`src/rtl/yacht_pkg.sv`:
```
// Shared constants and FSM state type for the Yacht score engine.
package yacht_pkg;

  localparam int NUM_CAT = 12;

  localparam int CAT_ACES     = 0;
  localparam int CAT_TWOS     = 1;
  localparam int CAT_THREES   = 2;
  localparam int CAT_FOURS    = 3;
  localparam int CAT_FIVES    = 4;
  localparam int CAT_SIXES    = 5;
  localparam int CAT_CHOICE   = 6;
  localparam int CAT_FOUR_K   = 7;
  localparam int CAT_FULL_H   = 8;
  localparam int CAT_SM_STR   = 9;
  localparam int CAT_LG_STR   = 10;
  localparam int CAT_YACHT    = 11;

  localparam int FH_SCORE    = 25;
  localparam int SS_SCORE    = 30;
  localparam int LS_SCORE    = 40;
  localparam int YACHT_SCORE = 50;

  typedef enum logic [1:0] {
    ST_IDLE,
    ST_COUNT,
    ST_EVAL,
    ST_DONE
  } state_t;

endpackage

```
`src/rtl/yacht_score_engine_hist.sv`:
```
// Face histogram and pip-sum accumulator, one die per inc cycle.
// Out-of-range die values raise err and are neither counted nor summed.
module yacht_face_hist #(
  parameter int N_DICE  = 5,
  parameter int FACES   = 6,
  parameter int DIE_W   = $clog2(FACES + 1),
  parameter int SCORE_W = 8,
  parameter int CNT_W   = $clog2(N_DICE + 1)
) (
  input  logic               clk,
  input  logic               rst,
  input  logic               clr,
  input  logic               inc,
  input  logic [DIE_W-1:0]   die,
  output logic [CNT_W-1:0]   hist [FACES],
  output logic [SCORE_W-1:0] sum,
  output logic               err
);

  always_ff @(posedge clk or posedge rst) begin
    if (rst) begin
      for (int f = 0; f < FACES; f++) hist[f] <= '0;
      sum <= '0;
      err <= 1'b0;
    end else if (clr) begin
      for (int f = 0; f < FACES; f++) hist[f] <= '0;
      sum <= '0;
      err <= 1'b0;
    end else if (inc) begin
      if (die == '0 || die > DIE_W'(FACES)) begin
        err <= 1'b1;
      end else begin
        sum <= sum + SCORE_W'(die);
        // hist[f] counts face value f+1
        for (int f = 0; f < FACES; f++)
          if (die == DIE_W'(f + 1)) hist[f] <= hist[f] + CNT_W'(1);
      end
    end
  end

endmodule

```
`src/rtl/yacht_score_engine.sv`:
```
// Sequential Yacht scorer: histogram the hand, then score one category per
// cycle into a readable table while tracking the best unused category.
module yacht_score_engine #(
  parameter int N_DICE  = 5,
  parameter int FACES   = 6,
  parameter int DIE_W   = $clog2(FACES + 1),
  parameter int SCORE_W = 8
) (
  input  logic                    clk,
  input  logic                    rst,
  input  logic                    start,
  input  logic [N_DICE*DIE_W-1:0] dice_in,
  input  logic [11:0]             used_mask,
  input  logic [3:0]              rd_cat,
  output logic [SCORE_W-1:0]      rd_score,
  output logic                    busy,
  output logic                    done,
  output logic                    err,
  output logic                    best_valid,
  output logic [3:0]              best_cat,
  output logic [SCORE_W-1:0]      best_score
);
  import yacht_pkg::*;

  localparam int CNT_W = $clog2(N_DICE + 1);

  state_t                  state, state_nx;
  logic [3:0]              idx;
  logic [N_DICE*DIE_W-1:0] dice_q;
  logic [NUM_CAT-1:0]      used_q;
  logic [SCORE_W-1:0]      tbl  [NUM_CAT];
  logic [SCORE_W-1:0]      cand [NUM_CAT];
  logic [CNT_W-1:0]        hist [FACES];
  logic [SCORE_W-1:0]      sum;
  logic [SCORE_W-1:0]      score_cur;
  logic [DIE_W-1:0]        die_cur;
  logic                    accept, last_die, last_cat;
  logic                    any4, has3, has2, any_n, small_str, large_str;

  assign accept   = (state == ST_IDLE) && start;
  assign last_die = (idx == 4'(N_DICE - 1));
  assign last_cat = (idx == 4'(NUM_CAT - 1));
  assign die_cur  = dice_q[idx*DIE_W +: DIE_W];
  assign busy     = (state == ST_COUNT) || (state == ST_EVAL);
  assign done     = (state == ST_DONE);
  assign rd_score = (rd_cat < 4'(NUM_CAT)) ? tbl[rd_cat] : '0;

  yacht_face_hist #(
    .N_DICE (N_DICE),
    .FACES  (FACES),
    .DIE_W  (DIE_W),
    .SCORE_W(SCORE_W),
    .CNT_W  (CNT_W)
  ) u_hist (
    .clk (clk),
    .rst (rst),
    .clr (accept),
    .inc (state == ST_COUNT),
    .die (die_cur),
    .hist(hist),
    .sum (sum),
    .err (err)
  );

  always_ff @(posedge clk or posedge rst) begin
    if (rst) state <= ST_IDLE;
    else     state <= state_nx;
  end

  always_comb begin
    state_nx = state;
    unique case (state)
      ST_IDLE:  if (start)    state_nx = ST_COUNT;
      ST_COUNT: if (last_die) state_nx = ST_EVAL;
      ST_EVAL:  if (last_cat) state_nx = ST_DONE;
      ST_DONE:                state_nx = ST_IDLE;
      default:                state_nx = ST_IDLE;
    endcase
  end

  // idx walks dice during COUNT and categories during EVAL
  always_ff @(posedge clk or posedge rst) begin
    if (rst) begin
      idx <= '0;
    end else if (accept) begin
      idx <= '0;
    end else if (state == ST_COUNT) begin
      idx <= last_die ? 4'd0 : idx + 4'd1;
    end else if (state == ST_EVAL) begin
      idx <= last_cat ? 4'd0 : idx + 4'd1;
    end
  end

  always_comb begin
    any4      = 1'b0;
    has3      = 1'b0;
    has2      = 1'b0;
    any_n     = 1'b0;
    small_str = 1'b0;
    large_str = 1'b0;
    for (int f = 0; f < FACES; f++) begin
      if (hist[f] >= CNT_W'(4))      any4  = 1'b1;
      if (hist[f] == CNT_W'(3))      has3  = 1'b1;
      if (hist[f] == CNT_W'(2))      has2  = 1'b1;
      if (hist[f] == CNT_W'(N_DICE)) any_n = 1'b1;
    end
    for (int s = 0; s <= FACES - 4; s++)
      if (hist[s] != '0 && hist[s+1] != '0 && hist[s+2] != '0 && hist[s+3] != '0)
        small_str = 1'b1;
    for (int s = 0; s <= FACES - 5; s++)
      if (hist[s] != '0 && hist[s+1] != '0 && hist[s+2] != '0 && hist[s+3] != '0 &&
          hist[s+4] != '0)
        large_str = 1'b1;
  end

  // has3 and has2 can never come from the same face, so together they mean a full house
  always_comb begin
    for (int c = 0; c < 6; c++) cand[c] = SCORE_W'(hist[c]) * SCORE_W'(c + 1);
    cand[CAT_CHOICE] = sum;
    cand[CAT_FOUR_K] = any4 ? sum : '0;
    cand[CAT_FULL_H] = ((has3 && has2) || any_n) ? SCORE_W'(FH_SCORE) : '0;
    cand[CAT_SM_STR] = small_str ? SCORE_W'(SS_SCORE) : '0;
    cand[CAT_LG_STR] = large_str ? SCORE_W'(LS_SCORE) : '0;
    cand[CAT_YACHT]  = any_n ? SCORE_W'(YACHT_SCORE) : '0;
    score_cur        = cand[idx];
  end

  always_ff @(posedge clk or posedge rst) begin
    if (rst) begin
      for (int c = 0; c < NUM_CAT; c++) tbl[c] <= '0;
      dice_q     <= '0;
      used_q     <= '0;
      best_valid <= 1'b0;
      best_cat   <= '0;
      best_score <= '0;
    end else if (accept) begin
      for (int c = 0; c < NUM_CAT; c++) tbl[c] <= '0;
      dice_q     <= dice_in;
      used_q     <= used_mask;
      best_valid <= 1'b0;
      best_cat   <= '0;
      best_score <= '0;
    end else if (state == ST_EVAL) begin
      tbl[idx] <= score_cur;
      // strict compare keeps the lowest-index category on ties
      if (!used_q[idx] && (!best_valid || score_cur > best_score)) begin
        best_valid <= 1'b1;
        best_cat   <= idx;
        best_score <= score_cur;
      end
    end
  end

endmodule

```
`config.mk`:
```
export PLATFORM = sky130hd
export DESIGN_NAME = yacht_score_engine
export DESIGN_NICKNAME = d
export VERILOG_FILES = /design/src/rtl/yacht_pkg.sv /design/src/rtl/yacht_score_engine_hist.sv /design/src/rtl/yacht_score_engine.sv
export SDC_FILE = /design/constraint.sdc
export NUM_CORES = 1
export LEC_CHECK = 0
export CAP_MARGIN = 5
export CORE_ASPECT_RATIO = 0.9
export CORE_UTILIZATION = 45
export CTS_CLUSTER_DIAMETER = 200
export DETAILED_ROUTE_END_ITERATION = 8
export PLACE_DENSITY = 0.61
export SLEW_MARGIN = 20
export SYNTH_ARGS = -nofsm -noshare
export SYNTH_HDL_FRONTEND = slang
export SYNTH_SLANG_ARGS = --single-unit
```
`constraint.sdc`:
```
create_clock -name clk -period 14.5 [get_ports clk]
set_input_delay 3.625 -clock clk [delete_from_list [all_inputs] [get_ports clk]]
set_output_delay 3.625 -clock clk [all_outputs]
set_load 0.05 [all_outputs]
```
Word level (Yosys, flattened, before mapping). Index checks and enable logic that the tools add are counted.

Output and inout bits: 24. Register bits: 169. Word-level logic and storage cells: 219.

$add $sub $neg: 8. Shift-type cells: 1. Multipliers: 4. Reductions and logical operators: 50. Muxes and demuxes: 81. Bitwise operators: 2. Magnitude comparators: 13. Equality and inequality tests: 33.

Operators with widths (count): $mux 96 (2); $mux 8 (13); $bwmux 96 (1); $bmux 8 s4 (2); $mux 18 (3); $eq 3x2->1 const B (14); $mux 1 (36); $demux 8 s4 (1); $mux 4 (8); $eq 3x3->1 const B (9); $reduce_and 3->1 (7); $reduce_bool 3->1 (7); $reduce_bool 2->1 (10); $add 3x1->3 const B (6); $ge 3x3->1 const B (6); $mux 3 (6); $logic_and 1x1->1 (15); $shiftx 15x7->3 (1); $mux 6 (2); $ge 5x5->1 const B (2); $mul 3x2->5 const B (2); $mux 5 (2); $not 4->5 (2); $add 8x3->8 (1); 22 further kinds (34).

Logic depth before layout (Yosys ltp). Gate-level depths: netlist (run 1).

Depth after elaboration: 19. Gate-level depth with buffers: 17.

Modules after synthesis. Synthesis (run 1) repeated with hierarchy kept, for this count alone.

Cell total of the unflattened synthesis: 935. Area total of the unflattened synthesis: 9238.9 um^2.

Modules (own cells, without submodules): yacht_score_engine (cells an instance 801, times used 1, area each 7826.3 um^2, seq. area each 3553.4 um^2); yacht_face_hist (cells an instance 134, times used 1, area each 1412.6 um^2, seq. area each 675.6 um^2).

Worst setup path after synthesis (run 1). No wires, ideal clock.

Kind: input -> output. Start point: in rd_cat[3]. End point: out rd_score[0]. Setup slack: 5093 ps. Data required time: 10875 ps. Arrival time: 5782 ps. Cell stages on the path: 5. Path through: clkbuf_1 buf_2 mux4_2 mux2i_1 o21ai_0.

Cells in the longest elaborated chain, start to end: 5.

RTL lines: start: declaration (RTL line yacht_score_engine.sv:14) `input logic [3:0] rd_cat,`; $not 4->5 (not written as such) (RTL line yacht_score_engine.sv:46) `assign rd_score = (rd_cat < 4'(NUM_CAT)) ? tbl[rd_cat] : '0;`; $bmux 8 s4 (RTL line yacht_score_engine.sv:46); $mux 8 (not written as such) (2 in series) (RTL line yacht_score_engine.sv:46); $mux 8 * (RTL line yacht_score_engine.sv:46); end: declaration (RTL line yacht_score_engine.sv:15) `output logic [SCORE_W-1:0] rd_score,`.

Mark *: on every way between the ends. The rest lies on a longest branch, timed or not. The select of a mux whose other input is x is not followed.

Worst setup path after layout (run 1).
Start point: in rd_cat[1]. End point: out rd_score[1].

Same word-level chain as after synthesis.

==> results of run 1 <==
logic make-up after synthesis:
family,count (synthesis)
fa+ha+maj,58
simple gates,356
compound gates,174
buf+inv,115
mux,85
flops,169
xor+xnor,9
layer usage:
layer / global-route usage / vias up / share of wire
met5: 0 / - / 0.00045
met4: 0.06450 / 2 / 0.012
met3: 0.04332 / 28 / 0.063
met2: 0.3179 / 254 / 0.42
met1: 0.3738 / 3554 / 0.50
li1: - / 3402 / -
critical path: cells and delay by family:
family | cells | cell delay (ns)
simple gates | 1 | 0.08
compound gates | 1 | 0.11
buf+inv | 2 | 1.85
mux | 1 | 0.63
flip-flops by register name (all words and copies together) (netlist names):
| name | count |
|---|---|
| best_score | 8 |
| idx | 4 |
| best_cat | 4 |
| used_q | 12 |
| tbl | 96 |
| state | 2 |
| u_hist.sum | 8 |
| best_valid | 1 |
| u_hist.hist | 18 |
| u_hist.err | 1 |
| dice_q | 15 |
power by group through the flow:
stage / registers, uW / logic (uW) / clock network, uW
6_report: 647 / 803 / 472
2_1_floorplan: 656 / 584 / 0
3_3_place_gp: 655 / 790 / 0
4_1_cts: 648 / 799 / 480
3_5_place_dp: 656 / 794 / 0
5_1_grt: 661 / 889 / 498
metrics by stage:
| step | worst slack (ns) | hold slack, ns |
|---|---|---|
| CTS | 4.286 | 0.4776 |
| detailed placement | 4.290 | 0.4588 |
| global placement | 4.352 | 0.4553 |
| global route | 4.464 | 0.4913 |
| finish | 4.570 | 0.4734 |
| floorplan | 5.093 | 0.4401 |
layout make-up:
class | count | area share
multi-input combinational | 682 | 0.4470
sequential | 169 | 0.3910
timing repair buffer | 64 | 0.05668
clock buffer | 17 | 0.03933
tap | 286 | 0.03308
clock inverter | 15 | 0.01828
inverter | 41 | 0.01469
layout by cell type, fill, tap and decap left out, drive strengths merged, types with 20 or more instances in the layout:
master	synthesis	layout
a21oi	55	55
and3	28	28
clkdlybuf4s50	0	55
dfrtp	169	169
ha	55	55
inv	41	46
mux2i	53	53
mux4	28	28
nand2	166	166
nand3	56	56
nor2	48	48
o21ai	43	43
o31ai	20	20
path summary, 6_finish.rpt:
path,start,end,slack [ns],cells after the start
setup / recovery,rd_cat[1],rd_score[1],4.57,5
max in group asynchronous,rst,tbl[72],9.24,3
min in group asynchronous,rst,u_hist.hist[11],3.76,2
setup reg to reg,u_hist.hist[2],best_score[5],10.13,10
hold / removal,used_q[7],used_q[7],0.47,2
hold reg to reg,used_q[7],used_q[7],0.47,2
==> results.md, run 1 <==
* Status: finished, final reports clean
* Cell with the most instances after synthesis: dfrtp_1
* Worst skew pair latency at 0.44 ns
* Multi-input logic area at 4835 sq um
* Die Area at 21,770 sq um
* CORE AREA at 20,770 sq um
* Combinational family with the most area after synthesis: simple AND/OR/NAND/NOR gates
* PostCTS Resize Cnt at 0
* Largest net degree at the start of global routing at 93
* Via/cell ratio at 5.683
* H-tree Lvls at 4
* RePlAce Congestion at 0.8561
* Crit share post-route at 0.6848
* Routed Antenna Nets at 0
* CP cell instances: clkdlybuf4s50_1 -> mux4_2 -> nand2_1 -> o21ai_0 -> clkdlybuf4s50_1
* Startpoint Class: input pin
* Synth Area in Adders at 0.07848
* Reg power frac at 0.337
* Post-synth EDFFs at 0
* CP most frequent cell: clkdlybuf4s50_1
* Overflow after GRT at 0
* CP Data Required Time at 10.88 ns
* Yosys top cell by area: dfrtp_1
* Layout cells sized above 1 at 0.08502
* Clk_skew at 0.01301 ns
* DP HPWL at between 15 and 20 mm
* CP Class: input pin to primary output
* Leakage at 0.005113 uW
* First-pass GRT wire length at between 30 and 40 mm
* Num CTS Buffers at 17
* Ys flop type: dfrtp_1
* Vias in the first global route at 6,806
* Die height at 140.1 um
* Minimum clock period after layout at slightly below 10 ns
* Fin. max-slew vios at 0
* Largest cells by area after synthesis: dfrtp_1 (44%), ha_1 (7.2%), mux4_2 (6.6%), nand2_1 (6.5%), mux2i_1 (5.6%)
* Hold/Removal Path Class: flop to flop
* Max-Cap Viols at 0
* Setup TNS at 0 ns
* Initial core utilization at 0.4590
* Slew Limit Headroom at 0.3338
* Critical Path Max Stage Delay at 1.13 ns
* List of most frequent post-synthesis cells: dfrtp_1 (169), nand2_1 (166), nand3_1 (56)
* Final Non-Filler Cells at 1,274
* Clock Pin Slew Worst Setup and Hold Paths at 0.07 ns
* Async set-reset flop share out of synthesis at 1.000
* Chip width at 155.4 um
* Antenna cell count at 0
* RSZ-0062 raised after global routing: false
* Yosys warning total at 0
* Worst-margin pin slew at 0.9962 ns
* Final setup vio count at 0
* Max Buffers Root-to-Sink at 2
* Root Buffer: clkbuf_16
* Placed Area at between 10,000 and 15,000 sq um
* CP max FO at 16
* #FFs+latches synth at 169
* Post-Synth XOR/XNOR Area at 0.008268
* Num rows at 50
* Arr. time, crit path at about 6.3 ns
* CP Capture Type: primary output
* Nets@finish at 1,067
* Pwr Total at 1922 uW
* Comb power frac at 0.418
* Drc violations at 0
* Clock power frac at 0.246
* WL final at about 24 mm
* Area Growth Syn to Fin at 13.45%
* Initial antenna violation count at 1
* Routed vias at ~7,200
* Post-Layout Inst Area at 10,820 sq um
* Cell-internal power at roughly 1100 uW
* Placed cells at 1,242
* CTS tree: done
* Register area at 4229 sq um
* Final core utilization at 0.5208
* Count of different cell masters after synthesis at 60
* GRT Util Overall at 0.2338
* Power per Cell Area at roughly 180 nW/um^2
* Synth Instances at 966
* Synth Area in Compound Gates at 0.1201
* Postcts setup bufs at 0
* Syn_nets at ~1,100
* Number of I/O port buffers at 57
* Peak VDD IR at between 0.08 and 0.09 mV
* Detailed Routing Iterations Pass 1 at 7
* DRT iter0 DRCs at between 700 and 800
* Area share of and/or/nand/nor cells after synthesis at 0.1726
* Sequential fraction of the synthesis area at 0.4436
* Sw frac at 0.4420
* Fillers at approximately 1,900
* Avg Cell Area, Syn at 9.870 sq um
* Drt wl/cell at 19.12 um
* Switching power at about 850 uW
* Slowest-stage cell, CP: clkdlybuf4s50_1
* Synthesized area at approximately 9500 sq um
* Share of the synthesized area in the top cell type at 0.4436
* Hold Fails Final Rpt at 0
* Multiplexer area fraction after synthesis at 0.1265
* Sink Count at between 150 and 200
* Hold-fix buffers at CTS at 0
* Fmax achieved at 100.7 MHz
* I/O pins at 58
(Power assumes the default switching activity.)
==> run 2: changes to the inputs <==
- PLACE_DENSITY: 0.61 -> 0.64
- clock period: 14.5 -> 9.1 ns (I/O delays scaled with it)
==> results.md, run 2 (synthesis gave the netlist of run 1 again) <==
* Postcts setup bufs at 0 (unchanged)
* Peak VDD IR at 0.1677 mV (was 0.08680 mV)
* RR Startpoint: u_hist.hist[9] (was u_hist.hist[2])
* WL final at 23.83 mm (was 24.36 mm)
* Max-Cap Viols at 0 (unchanged)
* Vias in the first global route at 6,923 (was 6,806)
* CP cell instances: clkdlybuf4s50_1 -> mux4_2 -> nand2_1 -> o21ai_0 -> clkdlybuf4s50_1 (unchanged)
* Commonest non-fill, non-tap cell in the layout: dfrtp_1 (unchanged)
* Register area at 4229 sq um (unchanged)
* Clock Pin Slew Worst Setup and Hold Paths at 0.07 ns (about the same)
* Nets@finish at 1,068 (was 1,067)
* Min Hold Slack at 0.4748 ns (was 0.4734 ns)
* Hold Fails Final Rpt at 0 (unchanged)
* CP most frequent cell: clkdlybuf4s50_1 (unchanged)
* Layout cells sized above 1 at 0.08493 (was 0.08502)
* Initial antenna violation count at 0 (was 1)
* Biggest register: tbl (unchanged)
* GRT Util Overall at 0.2333 (was 0.2338)
* Worst skew pair latency at 0.44 ns (about the same)
* RSZ-0062 raised after global routing: false (unchanged)
* Slew Limit Headroom at 0.2116 (was 0.3338)
* Worst setup path start: rd_cat[1] (unchanged)
* DRT iter0 DRCs at 708 (was 712)
* Antenna cell count at 0 (unchanged)
* Drt wl/cell at 18.69 um (was 19.12 um)
* Critical Path Max Stage Delay at 1.13 ns (about the same)
* Startpoint Class: input pin (unchanged)
* CP max FO at 16 (unchanged)
* Power per Cell Area at 285.1 nW/um^2 (was 177.7 nW/um^2)
* Worst hold path startpoint: used_q[5] (was used_q[7])
* Num rows at 50 (unchanged)
* Root Buffer: clkbuf_16 (unchanged)
* CP Class: input pin to primary output (unchanged)
* Max reg flops at 96 (unchanged)
* I/O pins at 58 (unchanged)
* Multi-input logic area at 4832 sq um (was 4835 sq um)
* CTS tree: done (unchanged)
* Die Area at 21,770 sq um (unchanged)
* CORE AREA at 20,770 sq um (unchanged)
* CP Data Required Time at 6.83 ns (was 10.88 ns)
* Worst-margin pin slew at 1.178 ns (was 0.9962 ns)
* Fin. max-slew vios at 0 (unchanged)
* Sink Count at 169 (unchanged)
* Initial core utilization at 0.4590 (unchanged)
* Number of I/O port buffers at 57 (unchanged)
* First-pass GRT wire length at 39.16 mm (was 39.07 mm)
* CP Capture Type: primary output (unchanged)
* Minimum clock period after layout at 7.224 ns
* PostCTS Resize Cnt at 0 (unchanged)
* H-tree Lvls at 4 (unchanged)
* Top delay family on crit path: buffers and inverters (unchanged)
* Via/cell ratio at 5.711 (was 5.683)
* Top Registers: tbl x96, u_hist.hist x18, dice_q x15 (unchanged)
* Final setup vio count at 0 (unchanged)
* Routed vias at 7,281 (was 7,240)
* RePlAce Congestion at 0.8690 (was 0.8561)
* Hold/Removal Path Class: flop to flop (unchanged)
* Status: finished, final reports clean (unchanged)
* Slowest-stage cell, CP: clkdlybuf4s50_1 (unchanged)
* Detailed Routing Iterations Pass 1 at 5 (was 7)
* Overflow after GRT at 0 (unchanged)
* Fmax achieved at between 100 and 150 MHz
* Drc violations at 0 (unchanged)
* Setup TNS at 0 ns (unchanged)
* Worst path bufs/invs at 2 (unchanged)
* Most frequent cells in the layout: dfrtp_1 (169), nand2_1 (165), nand3_1 (56), clkdlybuf4s50_1 (56), ha_1 (55) (was dfrtp_1 (169), nand2_1 (165), nand3_1 (56))
* Largest net degree at the start of global routing at 110 (was 93)
* Crit share post-route at 0.7938
* Routed Antenna Nets at 0 (unchanged)
* Leakage at 0.005135 uW (was 0.005113 uW)
* Chip width at 155.4 um (unchanged)
* Max Buffers Root-to-Sink at 2 (unchanged)
* Arr. time, crit path at 4.95 ns (was 6.31 ns)
* Clk_skew at 0.01065 ns (was 0.01301 ns)
* Num CTS Buffers at 17 (unchanged)
* Die height at 140.1 um (unchanged)
* Area Growth Syn to Fin at 13.85% (was 13.45%)
* Fillers at 1,913 (was 1,927)
* DP HPWL at 16.12 mm (was 16.36 mm)
* Hold-fix buffers at CTS at 0 (unchanged)
==> run 2: cell types whose count changed in the layout (fill, tap and decap cells not counted), moves of 2 or more <==
| cell | change |
|---|---|
| clkinv_4 | -2 |
| clkinv_8 | -2 |
| inv_8 | +3 |
| bufinv_16 | +2 |
==> run 2: cell type report <==
cell class              instances  share of cell area
repair buffers                 65             0.05764
well taps                     286             0.03297
multi-input cells             682              0.4452
inverters                      41             0.01487
clock inverters                15             0.02052
flip-flops and latches        169              0.3896
clock buffers                  17             0.03919
==> run 2: power by group <==
part           switching (uW)  internal, uW  leakage (uW)
registers                 135           895       0.00230
clock network             365           428      0.000312
logic                     838           433       0.00252
==> run 2: worst paths after layout <==
kind	endpoint	slack [ns]	depth (start not counted)
max in group asynchronous	tbl[12]	5.44	3
worst min-delay path	used_q[5]	0.47	2
worst min register to register	used_q[5]	0.47	2
min in group asynchronous	u_hist.hist[14]	2.39	2
worst max register to register	best_score[5]	4.77	12
worst max-delay path	rd_score[1]	1.88	5
==> run 2: per-layer routing <==
| metal | track usage | vias to the layer above | share of wire | routed length [um] |
|---|---|---|---|---|
| li1 | - | 3419 | - | - |
| met1 | 0.3693 | 3598 | 0.50 | 11990 |
| met2 | 0.3290 | 246 | 0.43 | 10150 |
| met3 | 0.04146 | 18 | 0.061 | 1459 |
| met4 | 0.05057 | 0 | 0.0099 | 235 |
| met5 | 0 | - | 0 | 0 |
==> run 2: per-stage QoR <==
step	cells	instance area, sq um	utilization	power, uW	setup slack [ns]
after global routing	1275	10850	0.5226	3285	1.746
after global placement	1243	10210	0.4915	2290	1.657
final	1275	10850	0.5226	3094	1.876
after floorplan	966	9534	-	1976	2.250
after detailed placement	1243	10210	0.4915	2303	1.580
after CTS	1275	10860	0.5227	3101	1.575
==> run 2: tightest hold or removal path: cells and delay by family (launching register included) <==
family           cells  cell delay (ns)
flip-flops           1             0.34
AND/OR/NAND/NOR      2             0.10
